===== config.mk =====
export PLATFORM = sky130hd
export DESIGN_NAME = cfg_serial_bridge_flat
export DESIGN_NICKNAME = d
export VERILOG_FILES = /design/src/rtl/cfg_bridge_pkg.sv /design/src/rtl/cfg_serial_bridge_if.sv /design/src/rtl/cfg_serial_bridge_sync2.sv /design/src/rtl/cfg_serial_bridge.sv /design/src/flat_wrapper.sv
export SDC_FILE = /design/constraint.sdc
export NUM_CORES = 1
export LEC_CHECK = 0
export ABC_CLOCK_PERIOD_IN_PS = 3100
export CAP_MARGIN = 20
export CORE_ASPECT_RATIO = 1.5
export CORE_MARGIN = 2
export CORE_UTILIZATION = 25
export CTS_CLUSTER_SIZE = 10
export DETAILED_ROUTE_END_ITERATION = 12
export SLEW_MARGIN = 20
export SYNTH_ARGS = -nofsm -noshare
export SYNTH_HDL_FRONTEND = slang
export SYNTH_HIERARCHICAL = 1
export SYNTH_SLANG_ARGS = --single-unit

===== constraint.sdc =====
create_clock -name clk -period 3.1 [get_ports clk]
set_input_delay 0.93 -clock clk [delete_from_list [all_inputs] [get_ports clk]]
set_output_delay 0.93 -clock clk [all_outputs]
set_load 0.1 [all_outputs]

===== src/rtl/cfg_bridge_pkg.sv =====
// Shared types and frame geometry for the serial configuration bridge.
package cfg_bridge_pkg;

    typedef enum logic [2:0] {
        ST_IDLE,
        ST_HEADER,
        ST_WDATA,
        ST_RDATA,
        ST_COMMIT,
        ST_ABORT
    } state_t;

    localparam int DEF_ADDR_W = 3;
    localparam int DEF_DATA_W = 16;
    localparam int FRAME_LEN  = 1 + DEF_ADDR_W + DEF_DATA_W;
    localparam int HDR_LEN    = 1 + DEF_ADDR_W;

    localparam logic RW_WRITE = 1'b1;
    localparam logic RW_READ  = 1'b0;

    function automatic int frame_len(input int addr_w, input int data_w);
        return 1 + addr_w + data_w;
    endfunction

    function automatic int hdr_len(input int addr_w);
        return 1 + addr_w;
    endfunction

endpackage


===== src/rtl/cfg_serial_bridge_if.sv =====
// Register-bank write/read port driven by the serial bridge.
interface cfg_serial_bridge_if #(
    parameter int ADDR_W = 3,
    parameter int DATA_W = 16
);
    logic              cfg_write;
    logic [ADDR_W-1:0] cfg_address;
    logic [DATA_W-1:0] cfg_data_in;
    logic [DATA_W-1:0] cfg_data_out;

    modport master (output cfg_write, cfg_address, cfg_data_in, input cfg_data_out);
    modport slave  (input cfg_write, cfg_address, cfg_data_in, output cfg_data_out);
endinterface


===== src/rtl/cfg_serial_bridge_sync2.sv =====
// Two-flop synchroniser for a single asynchronous input bit.
module sync2 (
    input  logic clk,
    input  logic reset,
    input  logic d,
    output logic q
);
    logic meta;

    // NOTE: non-blocking assignments let q take the old meta, giving two real stages.
    always_ff @(posedge clk or posedge reset) begin
        if (reset) begin
            meta <= 1'b0;
            q    <= 1'b0;
        end else begin
            meta <= d;
            q    <= meta;
        end
    end
endmodule


===== src/rtl/cfg_serial_bridge.sv =====
// SPI mode-0 frame receiver that turns frames into register-bank writes
// and shifts read data back out on sdo.
module cfg_serial_bridge
    import cfg_bridge_pkg::*;
#(
    parameter int ADDR_W = 3,
    parameter int DATA_W = 16
) (
    input  logic clk,
    input  logic reset,
    input  logic sclk,
    input  logic cs_n,
    input  logic sdi,
    output logic sdo,
    output logic busy,
    output logic frame_err,
    cfg_serial_bridge_if.master cfg
);
    localparam int FLEN  = frame_len(ADDR_W, DATA_W);
    localparam int HLEN  = hdr_len(ADDR_W);
    localparam int CNT_W = $clog2(FLEN + 1);
    localparam logic [CNT_W-1:0] FRAME_CNT = CNT_W'(FLEN);
    localparam logic [CNT_W-1:0] HDR_CNT   = CNT_W'(HLEN);

    logic sclk_s, cs_n_s, sdi_s;
    logic sclk_d, sclk_q, cs_n_d, cs_n_q, sdi_d;
    logic sclk_rise, sclk_fall, cs_rise, cs_fall;

    sync2 u_sync_sclk (.clk(clk), .reset(reset), .d(sclk), .q(sclk_s));
    sync2 u_sync_cs_n (.clk(clk), .reset(reset), .d(cs_n), .q(cs_n_s));
    sync2 u_sync_sdi  (.clk(clk), .reset(reset), .d(sdi),  .q(sdi_s));

    // Edge-detect stage; sdi is delayed alongside so it stays aligned with sclk.
    always_ff @(posedge clk or posedge reset) begin
        if (reset) begin
            sclk_d <= 1'b0;
            sclk_q <= 1'b0;
            cs_n_d <= 1'b0;
            cs_n_q <= 1'b0;
            sdi_d  <= 1'b0;
        end else begin
            sclk_d <= sclk_s;
            sclk_q <= sclk_d;
            cs_n_d <= cs_n_s;
            cs_n_q <= cs_n_d;
            sdi_d  <= sdi_s;
        end
    end

    assign sclk_rise = sclk_d & ~sclk_q;
    assign sclk_fall = ~sclk_d & sclk_q;
    assign cs_rise   = cs_n_d & ~cs_n_q;
    assign cs_fall   = ~cs_n_d & cs_n_q;

    state_t            state;
    logic [CNT_W-1:0]  count;
    logic [HLEN-1:0]   hdr_sr;
    logic [DATA_W-1:0] wdata;
    logic [DATA_W-1:0] rd_sr;

    logic              bit_take;
    logic [CNT_W-1:0]  count_inc;
    logic [CNT_W-1:0]  cnt_after;
    logic [HLEN-1:0]   hdr_next;
    logic [DATA_W-1:0] wdata_next;

    // NOTE: every always_comb output gets a value on every path, so no latch can form.
    always_comb begin
        bit_take   = sclk_rise && (count < FRAME_CNT);
        count_inc  = count + CNT_W'(1);
        cnt_after  = bit_take ? count_inc : count;
        hdr_next   = {hdr_sr[HLEN-2:0], sdi_d};
        wdata_next = {wdata[DATA_W-2:0], sdi_d};
    end

    always_ff @(posedge clk or posedge reset) begin
        if (reset) begin
            state           <= ST_IDLE;
            count           <= '0;
            hdr_sr          <= '0;
            wdata           <= '0;
            rd_sr           <= '0;
            sdo             <= 1'b0;
            busy            <= 1'b0;
            frame_err       <= 1'b0;
            cfg.cfg_write   <= 1'b0;
            cfg.cfg_address <= '0;
            cfg.cfg_data_in <= '0;
        end else begin
            cfg.cfg_write <= 1'b0;
            frame_err     <= 1'b0;
            case (state)
                ST_IDLE: begin
                    if (cs_fall) begin
                        state  <= ST_HEADER;
                        busy   <= 1'b1;
                        count  <= '0;
                        hdr_sr <= '0;
                        wdata  <= '0;
                    end
                end
                ST_HEADER: begin
                    if (cs_rise) begin
                        state     <= ST_ABORT;
                        frame_err <= 1'b1;
                    end else if (count == HDR_CNT) begin
                        // Address was latched last cycle, so cfg_data_out is now valid.
                        if (hdr_sr[HLEN-1] == RW_WRITE) begin
                            state <= ST_WDATA;
                        end else begin
                            state <= ST_RDATA;
                            rd_sr <= cfg.cfg_data_out;
                        end
                    end else if (bit_take) begin
                        hdr_sr <= hdr_next;
                        count  <= count_inc;
                        if (count_inc == HDR_CNT) begin
                            cfg.cfg_address <= hdr_next[ADDR_W-1:0];
                        end
                    end
                end
                ST_WDATA: begin
                    if (bit_take) begin
                        wdata <= wdata_next;
                        count <= count_inc;
                    end
                    // A bit arriving with the cs_n rise is counted before the decision.
                    if (cs_rise) begin
                        if (cnt_after == FRAME_CNT) begin
                            state           <= ST_COMMIT;
                            cfg.cfg_write   <= 1'b1;
                            cfg.cfg_data_in <= bit_take ? wdata_next : wdata;
                        end else begin
                            state     <= ST_ABORT;
                            frame_err <= 1'b1;
                        end
                    end
                end
                ST_RDATA: begin
                    if (cs_rise) begin
                        state <= ST_IDLE;
                        busy  <= 1'b0;
                        sdo   <= 1'b0;
                    end else if (sclk_fall) begin
                        sdo   <= rd_sr[DATA_W-1];
                        rd_sr <= {rd_sr[DATA_W-2:0], 1'b0};
                    end
                end
                ST_COMMIT, ST_ABORT: begin
                    state <= ST_IDLE;
                    busy  <= 1'b0;
                end
                default: begin
                    state <= ST_IDLE;
                    busy  <= 1'b0;
                end
            endcase
        end
    end
endmodule


===== src/flat_wrapper.sv =====
// flat-port wrapper written by rule: the top's interface ports become plain ports
module cfg_serial_bridge_flat import cfg_bridge_pkg::*;
#(
    parameter int ADDR_W = 3,
    parameter int DATA_W = 16
)
  (clk, reset, sclk, cs_n, sdi, sdo, busy, frame_err, cfg_cfg_write, cfg_cfg_address, cfg_cfg_data_in, cfg_cfg_data_out);
  cfg_serial_bridge_if #(.ADDR_W(ADDR_W), .DATA_W(DATA_W)) cfg_i ();
  input  logic clk;
  input  logic reset;
  input  logic sclk;
  input  logic cs_n;
  input  logic sdi;
  output logic sdo;
  output logic busy;
  output logic frame_err;
  output wire logic [$bits(cfg_i.cfg_write)-1:0] cfg_cfg_write;
  output wire logic [$bits(cfg_i.cfg_address)-1:0] cfg_cfg_address;
  output wire logic [$bits(cfg_i.cfg_data_in)-1:0] cfg_cfg_data_in;
  input wire logic [$bits(cfg_i.cfg_data_out)-1:0] cfg_cfg_data_out;
  assign cfg_cfg_write = cfg_i.cfg_write;
  assign cfg_cfg_address = cfg_i.cfg_address;
  assign cfg_cfg_data_in = cfg_i.cfg_data_in;
  assign cfg_i.cfg_data_out = cfg_cfg_data_out;
  cfg_serial_bridge #(.ADDR_W(ADDR_W), .DATA_W(DATA_W)) u_core (.clk(clk), .reset(reset), .sclk(sclk), .cs_n(cs_n), .sdi(sdi), .sdo(sdo), .busy(busy), .frame_err(frame_err), .cfg(cfg_i));
endmodule

* Word-level counts from Yosys, hierarchy flattened
Cells that the tools add are included.
** Operators by class
- Equality and inequality tests :: 17
- $add $sub $neg :: 1
- $lt $le $gt $ge :: 1
- Mux-type cells :: 39
- Bitwise operators :: 11
- Reduce and logical (&&, ||, !) cells :: 17
** Operators by type and width (count)
- $mux W16 :: 7
- $pmux W16 S2 :: 2
- $mux W5 :: 4
- $mux W4 :: 4
- $mux W3 :: 5
- $pmux W5 S3 :: 1
- $mux W1 :: 12
- $ne A2 B1 Y1 const B :: 6
- $pmux W3 S4 :: 1
- $eq A5 B3 Y1 const B :: 2
- $reduce_and A5 Y1 :: 2
- $ne A2 B2 Y1 const B :: 4
- $pmux W4 S2 :: 1
- $reduce_and A4 Y1 :: 2
- $reduce_bool A2 Y1 :: 4
- $not A1 Y1 :: 7
- $eq A3 B2 Y1 const B :: 2
- $reduce_and A3 Y1 :: 2
- $reduce_and A6 Y1 :: 1
- $add A5 B1 Y5 const B :: 1
- $eq A5 B5 Y1 const B :: 1
- $lt A5 B5 Y1 const B :: 1
- $and A1 B1 Y1 :: 4
- $reduce_and A2 Y1 :: 2
- other kinds (8) :: 8
** Word-level totals
- Word-level logic and storage cells :: 108
- Bits in registers :: 78
- Output and inout port bits :: 23

* Longest topological paths before layout
- Word-level depth :: 8
- Depth in mapped cells :: 8

* Modules after synthesis
The synthesis kept the hierarchy.
** Modules (own cells, without submodules)
- cfg_serial_bridge :: area an instance 3335.7 sq um, cells an instance 283, instances 1
- sync2 :: area an instance 53.8 sq um, cells an instance 3, instances 3

* Worst setup path after synthesis
OpenSTA, ideal clock, no wires.
- Kind :: register to register
- Start :: register u_core.count[1]
- End :: register u_core.cfg.cfg_data_in[10]
- Required time :: 2.977 ns
- Stages on the path, launching flop included :: 8
- Arrival :: 2.092 ns
- Library setup time :: 0.123 ns
- Path slack :: 0.886 ns
- Cells stage by stage :: dfrtp_1 -> ha_1 -> or4b_4 -> a311oi_2 -> mux2i_2 -> nor3_4 -> buf_6 -> a2bb2oi_2
** Between the ends
- Longest elaborated chain between the ends :: 5
** RTL lines
- start: declaration :: line cfg_serial_bridge.sv:56 : logic [CNT_W-1:0] count;
- start signal: assignment :: line cfg_serial_bridge.sv:116 : count <= count_inc;
- start signal: assignment :: line cfg_serial_bridge.sv:125 : count <= count_inc;
- $lt A5 B5 Y1 :: line cfg_serial_bridge.sv:69 : bit_take = sclk_rise && (count < FRAME_CNT);
- $logic_and A1 B1 Y1 :: line cfg_serial_bridge.sv:69
- $mux W5
- $eq A5 B5 Y1 :: line cfg_serial_bridge.sv:129 : if (cnt_after == FRAME_CNT) begin
- $reduce_and A3 Y1 (no source line)
- end signal: assignment :: line cfg_serial_bridge.sv:132 : cfg.cfg_data_in <= bit_take ? wdata_next : wdata;
- end: declaration :: line cfg_serial_bridge_if.sv:11 : modport master (output cfg_write, cfg_address, cfg_data_in, input cfg_data_out);
Parallel ways exist; a longest one is shown, timed or not.
A chain may end at the register's enable or synchronous reset.

* Worst setup path in the final report
- Start :: register u_core.count[1]
- End :: register u_core.cfg.cfg_data_in[7]
The elaborated chain is that of the path after synthesis.

==> flow_summary_export.csv <==
group,metric,value,unit
run_status,status,"finished, final reports clean",
critical_path,cp_top_family,"simple AND/OR/NAND/NOR gates",
critical_path,required,3370,ps
place,dp_hpwl,4950,um
sta,final.period_utilization,80.0,%
drt,wire_per_inst,14.1,um
clock_network,cts_sinks,78,
critical_path,cp-end-kind,"register",
power_and_ir_drop,vdd_drop_max,381,uV
place,portBuffers,43,
critical_path,critPathLaunchType,"register",
yosys,synth.most_common_cell,"dfrtp_1",
floorplanning,start_util,25.7,%
power_and_ir_drop,cellLeakagePower,2.07,nW
clock_network,post_cts_buffers,0,
clock_network,htreeDepth,3,
sta,tightestPinTransition,867,ps
yosys,synth_area_leaders,"dfrtp_1 (56%), mux2i_1 (8.9%), a22o_1 (5.0%), a2bb2oi_2 (4.3%), nor2_1 (3.4%)",
critical_path,path_cells,"ha_1 -> or4b_4 -> a311oi_2 -> mux2i_2 -> nor3_4 -> buf_4 -> a2bb2oi_2",
place,routabilityCongestion,0.798,
clock_network,post_cts_resized,0,
yosys,synth_area_leader_cell,"dfrtp_1",
yosys,avgSynthCellArea,12.0,um^2
yosys,synth_top_area_share,55.8,%
yosys,synthCells,292,
sta,fin_crit,2480,ps
sta,setup_viol,0,
drt,detail_route.vias_per_cell,4.70,
yosys,syn-cell-area,3500,um^2
critical_path,worstPathMaxFanout,9,
cells_and_area,drive_gt1_share,19.7,%
floorplanning,die_h,149,um
sta,slew_viol_final,0,
sta,fmax,403,MHz
clock_network,clkSlewWorstSetupHoldPaths,60,ps
yosys,synth-seq-cells,78,
cells_and_area,area_delta_synth_final,24.8,%
critical_path,cpPeakStageDelay,500,ps
sta,tns,0,ps
floorplanning,core,13600,um^2
drt,drc,0,
clock_network,clockRootBuffer,"clkbuf_16",
yosys,ys_seq_area_share,55.8,%
yosys,synth_flop_cell,"dfrtp_1",
sta,hold_ws,347,ps
global_route,grt_max_degree,73,
yosys,syn_nets,316,
clock_network,cts_buffer_depth,2,
clock_network,cts_tree,"done",
floorplanning,rows,52,
drt,wl,7060,um
power_and_ir_drop,p_per_area,709,nW/um^2
drt,first_pass_iters,4,
drt,antenna_left,0,
yosys,synth_common_cells,"dfrtp_1 (78), nor2_1 (32), mux2i_1 (31), a21oi_1 (20), a22o_1 (20)",
floorplanning,dieArea,15000,um^2
global_route,antenna_found_initial,0,
cells_and_area,layout.nets,359,
clock_network,holdBufCountCts,0,
yosys,synth-edff-count,0,
floorplanning,ioPinCount,44,
yosys,yosysWarningCount,6,
critical_path,critPathSlowestCell,"or4b_4",
drt,drtIter0Drc,153,
global_route,grt_usage,9.96,%
critical_path,crit_buf_inv,1,
power_and_ir_drop,power,0.00310,W
global_route,grt_pass1_wl,11500,um
drt,vias,2358,
yosys,synth_async_sr_flop_share,100,%
floorplanning,die_width,101,um
clock_network,cts_inserted_buffers,9,
sta,skew,7.89,ps
critical_path,crit_type,"register to register",
sta,hold_viol,0,
global_route,overflow,0,
sta,slew_headroom,42.1,%
global_route,grt_pass1_vias,2383,
clock_network,worstSkewPairLatency,340,ps
cells_and_area,diodes,0,
critical_path,arrival,2750,ps
min_path,min_path_type,"register to register",
sta,rsz0062_at_grt,"false",
job,drv_cap,0,
yosys,ys_types,43,
-- worst reg2reg max path: cells and delay by family, from the launching register on --
| family | cells | cell delay [ps] |
|---|---|---|
| simple gates | 2 | 880 |
| flops | 1 | 440 |
| compound gates | 2 | 380 |
| fa+ha+maj | 1 | 280 |
| buf+inv | 1 | 280 |
| mux | 1 | 170 |
-- final cells by class --
type                    instances  area (um^2)
clock buffers                   9          225
multi-input cells             188         1420
inverters                       9         33.8
flip-flops and latches         78         1950
repair buffers                 49          430
fillers                      1327         9230
well taps                     162          203
clock inverters                 7         98.8
-- logic make-up (layout without fill, tap and decap cells) --
family | count (synthesis) | after routing | synth area share, %
AO/OA/AOI/OAI | 72 | 72 | 16.9
XOR/XNOR | 5 | 5 | 1.25
adder cells (fa/ha/maj) | 3 | 3 | 1.07
flip-flops | 78 | 78 | 55.8
AND/OR/NAND/NOR | 72 | 72 | 10.8
buffers and inverters | 26 | 74 | 3.61
multiplexers | 36 | 36 | 10.6
-- flip-flops by register name (all words and copies together), names as in the netlist, 3 cells and up --
signal,flops
u_core/cfg.cfg_data_in,16
u_core/rd_sr,16
u_core/wdata,16
u_core/count,5
u_core/hdr_sr,4
u_core/cfg.cfg_address,3
u_core/state,3
-- placed cells by master (no fill, tap or decap), types with 4 or more instances in the layout --
cell type / n
dfrtp_1: 78
nor2_1: 31
mux2i_1: 31
buf_4: 28
clkdlybuf4s50_1: 20
a21oi_1: 20
a22o_1: 20
a2bb2oi_2: 10
clkbuf_16: 9
inv_1: 8
nand2_1: 7
a2bb2oi_1: 7
o21ai_0: 6
nor3_1: 6
nor2b_1: 5
nand3_1: 5
mux2_2: 4
-- final timing paths --
kind	startpoint	end	slack, ps	depth (start not counted)
max	u_core/count[1]	u_core/cfg.cfg_data_in[7]	620	7
min	u_core/u_sync_cs_n/meta	u_core/u_sync_cs_n/q	350	0
max reg2reg	u_core/count[1]	u_core/cfg.cfg_data_in[7]	620	7
min reg2reg	u_core/u_sync_cs_n/meta	u_core/u_sync_cs_n/q	350	0
max in group asynchronous	reset	u_core/wdata[5]	1710	3
min in group asynchronous	reset	u_core/u_sync_sdi/meta	840	2
-- report_power, final --
part / total [W] / switching, W / internal, W
logic: 0.000676 / 0.000426 / 0.000249
registers: 0.00130 / 0.000134 / 0.00117
clock network: 0.00112 / 0.000413 / 0.000707
-- metal layers --
metal / vias up / part of all wire, % / track usage (%)
met1: 1186 / 41 / 11.5
met3: 6 / 2.1 / 1.73
met4: 0 / 1.8 / 6.16
met5: - / 0 / 0
met2: 30 / 55 / 16.9
li1: 1136 / - / -
-- stage by stage --
step	cells	utilization (%)	area (um^2)	setup WS (ps)
after detailed placement	486	29.7	4040	613
after floorplan	292	-	3500	345
after global routing	502	32.1	4360	472
after global placement	486	29.7	4040	679
after CTS	502	32.1	4360	600
final	502	32.1	4360	620
Note: power is estimated with default switching activity, not from simulation.
==> RTL change 1 (same flow settings) <==
Encoding of `state_t`: now one-hot (6 bits for 6 states).
--- a/src/rtl/cfg_bridge_pkg.sv
+++ b/src/rtl/cfg_bridge_pkg.sv
@@ -1,13 +1,13 @@
 // Shared types and frame geometry for the serial configuration bridge.
 package cfg_bridge_pkg;
 
-    typedef enum logic [2:0] {
-        ST_IDLE,
-        ST_HEADER,
-        ST_WDATA,
-        ST_RDATA,
-        ST_COMMIT,
-        ST_ABORT
+    typedef enum logic [5:0] {
+        ST_IDLE   = 6'b000001,
+        ST_HEADER = 6'b000010,
+        ST_WDATA  = 6'b000100,
+        ST_RDATA  = 6'b001000,
+        ST_COMMIT = 6'b010000,
+        ST_ABORT  = 6'b100000
     } state_t;
 
     localparam int DEF_ADDR_W = 3;
Formal check against the unedited RTL: no difference found for any inputs over 10 cycles, from zero or initial values and one cycle with reset high; not proved beyond that.
==> RTL change 1 against the unedited design <==
  * Largest cell class unchanged
  * Die area rose by 20%
  * Non-clock buffer count grew 4
  * Utilization down 1.1 points
  * Sequential cell count increased by 3
  * Setup slack got worse by 0.28 ns
  * Design area is 18% higher
  * Routed wire length grew 38%
  * Synthesized area rose by 21%
  * Hold slack better by 0.0020 ns
Power is not compared: it rests on default switching activity, and its combinational part moved more than twofold at a synthesized area within 25%.
==> RTL change 1: results (changes against the unedited design) <==
[status]
status = finished, final reports clean

[synthesis]
synth_nets = 391  ; +24%
synth_area_leaders = dfrtp_1 48%, mux2_2 8.0%, a22o_1 3.9%
yosys-mux-area-fraction_pct = 9.77  ; -0.79 points
synth_compound_area_share_pct = 20.8  ; +3.9 points
synthXorXnorAreaFrac_pct = 0  ; -1.3 points
ys_top_cells_by_count = 80 x dfrtp_1, 30 x mux2_2, 23 x a21oi_1
synth_fa_ha_area_share_pct = 0.891  ; -0.18 points
synth_cells = 367  ; +26%
ys_ff_latch = 81  ; +3.8%
ys_seq_area_share_pct = 48.1  ; -7.7 points

[layout]
inverters = 11  ; +2
seq_area_share_pct = 39.4  ; -5.4 points
n_clock_buffer = 10  ; +1
final_cells = 618  ; +23%
multi_input_area_share_pct = 39.1  ; +6.5 points
nonClkBufAreaFrac_pct = 9.18  ; -0.69 points
multi_input_gates = 247  ; +31%
final-clk-cell-share_pct = 6.51  ; -0.92 points
signal_buffers = 53  ; +8.2%
layout.nets = 427  ; +19%
nFillCells = 1664  ; +25%

[setup_path]
rr_worst_depth = 6  ; -1
crit_slowest_cell = or3_1
crit_path_end = u_core/state[5]
timing.rr.end = u_core/state[5]
crit_fanout = 20  ; +11
arrival_ns = 2.94  ; +0.19 ns

[global_routing]
grt_max_degree = 37  ; -49%
grt_pass1_wl_um = 16300  ; +42%
met1_usage_pct = 13.9  ; +2.4 points
grt_usage_pct = 11.5  ; +1.5 points
grt_pass1_vias = 3265  ; +37%

[placement]
hpwl_um = 7070  ; +43%
post-place-ws_ns = 0.371  ; -0.243 ns
placed_cells = 602  ; +24%
place_congestion = 0.922  ; +16%

[sta]
setup_ws_ns = 0.337  ; -0.283 ns
finClkSkew_ns = 0.0113  ; +0.00339 ns
worst_slew_pin_slew_ns = 1.02  ; +0.153 ns

[detailed_routing]
dr_total_vias = 3154  ; +34%
wl_met2_um = 4850  ; +26%
wirelength_met1_um = 4060  ; +39%

[cts]
clockBufferDepth = 2  ; unchanged
post_cts.repair.setup_buffers = 0  ; unchanged

RTL change 1: cell types whose count changed after synthesis, sizes merged, moves of 5 or more:
| cell | change |
|---|---|
| mux2 | +29 |
| mux2i | -28 |
| nor2 | -23 |
| nor4 | +20 |
| a2111oi | +17 |
| a211oi | +17 |
| a2bb2oi | -17 |
| and3 | +17 |
| buf | +6 |
| clkbuf | +5 |
RTL change 1: kinds of logic after synthesis:
| group | count (synthesis) |
|---|---|
| AO/OA/AOI/OAI | 103 |
| buffers and inverters | 39 |
| multiplexers | 37 |
| flip-flops | 81 |
| AND/OR/NAND/NOR | 104 |
| adder cells (fa/ha/maj) | 3 |
RTL change 1: per-stage QoR:
stage / power, µW / hold WS, ns / area [µm²] / util (%)
after floorplan: 1380 / 0.331 / 4210 / -
after global placement: 1460 / 0.333 / 4810 / 29.0
after detailed placement: 1470 / 0.338 / 4810 / 29.0
after CTS: 2670 / 0.353 / 5150 / 31.0
after global routing: 2760 / 0.364 / 5150 / 31.0
final: 2640 / 0.349 / 5150 / 31.0
==> RTL change 2 (config.mk and constraints unchanged) <==
Made on the original files. `ADDR_W` is set to 3 in 3 places; all go to 4.
--- a/src/rtl/cfg_serial_bridge_if.sv
+++ b/src/rtl/cfg_serial_bridge_if.sv
@@ -1,6 +1,6 @@
 // Register-bank write/read port driven by the serial bridge.
 interface cfg_serial_bridge_if #(
-    parameter int ADDR_W = 3,
+    parameter int ADDR_W = 4,
     parameter int DATA_W = 16
 );
     logic              cfg_write;
--- a/src/rtl/cfg_serial_bridge.sv
+++ b/src/rtl/cfg_serial_bridge.sv
@@ -3,7 +3,7 @@
 module cfg_serial_bridge
     import cfg_bridge_pkg::*;
 #(
-    parameter int ADDR_W = 3,
+    parameter int ADDR_W = 4,
     parameter int DATA_W = 16
 ) (
     input  logic clk,
--- a/src/flat_wrapper.sv
+++ b/src/flat_wrapper.sv
@@ -1,7 +1,7 @@
 // flat-port wrapper written by rule: the top's interface ports become plain ports
 module cfg_serial_bridge_flat import cfg_bridge_pkg::*;
 #(
-    parameter int ADDR_W = 3,
+    parameter int ADDR_W = 4,
     parameter int DATA_W = 16
 )
   (clk, reset, sclk, cs_n, sdi, sdo, busy, frame_err, cfg_cfg_write, cfg_cfg_address, cfg_cfg_data_in, cfg_cfg_data_out);
Ports: changed (resized cfg_cfg_address); port bits go from 44 to 45. No check against the original RTL was run, so the function may have changed too.
==> RTL change 2 against the unedited design <==
  * Synthesized area rose by 4.7%
  * Design area rose by 4.0%
  * Total power fell by 13%
  * Sequential cell count rose by 2
  * Setup slack got worse by 0.14 ns
  * Clock skew fell by 0.00090 ns
  * Count of clock-buffer cells in the layout rose by 3
  * Routed wire length rose by 3.9%
  * Critical endpoint is now u_core/cfg.cfg_data_in[8]
==> RTL change 2: results (changes against the unedited design) <==
[status]
status = finished, final reports clean

[setup_path]
max_stage_delay_ns = 0.87  ; +0.37 ns
rr_worst_depth = 5  ; -2
timing.rr.end = u_core/cfg.cfg_data_in[8]
crit_slowest_cell = nor3_4
crit_path_end = u_core/cfg.cfg_data_in[8]
crit_fanout = 17  ; +8
worstSetupStartpoint = u_core/count[0]

[worst_hold_path]
min-delay-start = u_core/u_sync_sclk/meta
holdPathEnd = u_core/u_sync_sclk/q

[layout]
nonClkBufAreaFrac_pct = 9.15  ; -0.71 points
multi_input_area_um2 = 1520  ; +7.1%
final-clk-cell-share_pct = 6.56  ; -0.87 points
signal_buffers = 47  ; -4.1%
seq_area_share_pct = 44.1  ; -0.62 points
n_clock_buffer = 12  ; +3
nFillCells = 1510  ; +14%
drive_gt1_share_pct = 23.7  ; +4.0 points

[sta]
whs_ns = 0.347  ; -0.000396 ns
setup_ws_ns = 0.483  ; -0.137 ns
finClkSkew_ns = 0.00699  ; -0.000897 ns

[synthesis]
synth_cell_types = 44  ; +2.3%
synth_area_leaders = dfrtp_1 55%, mux2_2 8.3%, mux2i_1 5.5%
synth_fa_ha_area_share_pct = 1.03  ; -0.048 points
synth_compound_area_share_pct = 13.6  ; -3.2 points
synth_nets = 331  ; +4.7%
ys_top_cells_by_count = 80 x dfrtp_1, 29 x nor2_1, 27 x mux2_2, 21 x a21oi_1, 20 x mux2i_1
synthXorXnorAreaFrac_pct = 0.479  ; -0.77 points
yosys-mux-area-fraction_pct = 17.5  ; +6.9 points
ys_ff_latch = 80  ; +2.6%

[detailed_routing]
wl_um = 7330  ; +3.9%
dr_total_vias = 2444  ; +3.6%
drtPass1Iterations = 5  ; +1
drtIter0Drc = 175  ; +14%

[placement]
hpwl_um = 4990  ; +0.72%
port_buffers = 44  ; +2.3%
place_congestion = 0.826  ; +3.6%

[global_routing]
grt_max_degree = 75  ; +2.7%
grt_pass1_wl_um = 12600  ; +9.0%
grt_usage_pct = 10.2  ; +0.22 points
grt_pass1_vias = 2513  ; +5.5%

[pwr]
comb_power_uw = 444  ; -34%
p_switching_uw = 784  ; -19%
power_leakage_uw = 0.00211  ; +2.2%
peakVddDrop_v = 0.000233  ; -39%
power_frac_comb_pct = 16.4  ; -5.4 points

[RTL change 2: changes by cell type after synthesis, sizes merged, moves of 5 or more]
| cell | change |
|---|---|
| clkbuf | -5 |
| o21ai | +8 |
| inv | +6 |
| a2bb2oi | -17 |
| mux2i | -12 |
| mux2 | +32 |
[RTL change 2: through the flow]
| step | instance area (µm²) | instances | util (%) |
|---|---|---|---|
| 3_5_place_dp | 4240 | 535 | 29.3 |
| 2_1_floorplan | 3660 | 307 | - |
| 6_report | 4540 | 551 | 31.4 |
| 3_3_place_gp | 4240 | 535 | 29.3 |
| 4_1_cts | 4540 | 551 | 31.4 |
| 5_1_grt | 4540 | 551 | 31.4 |
[RTL change 2: routing by layer]
layer  routed length [µm]  share of wire (%)  GRT usage (%)  up-vias
met3                  299                4.1           2.43        7
met4                   76                1.0           4.39        0
met2                 3680                 50           16.1       52
met1                 3280                 45           13.2     1216
met5                    0                  0              0        -
li1                     -                  -              -     1169
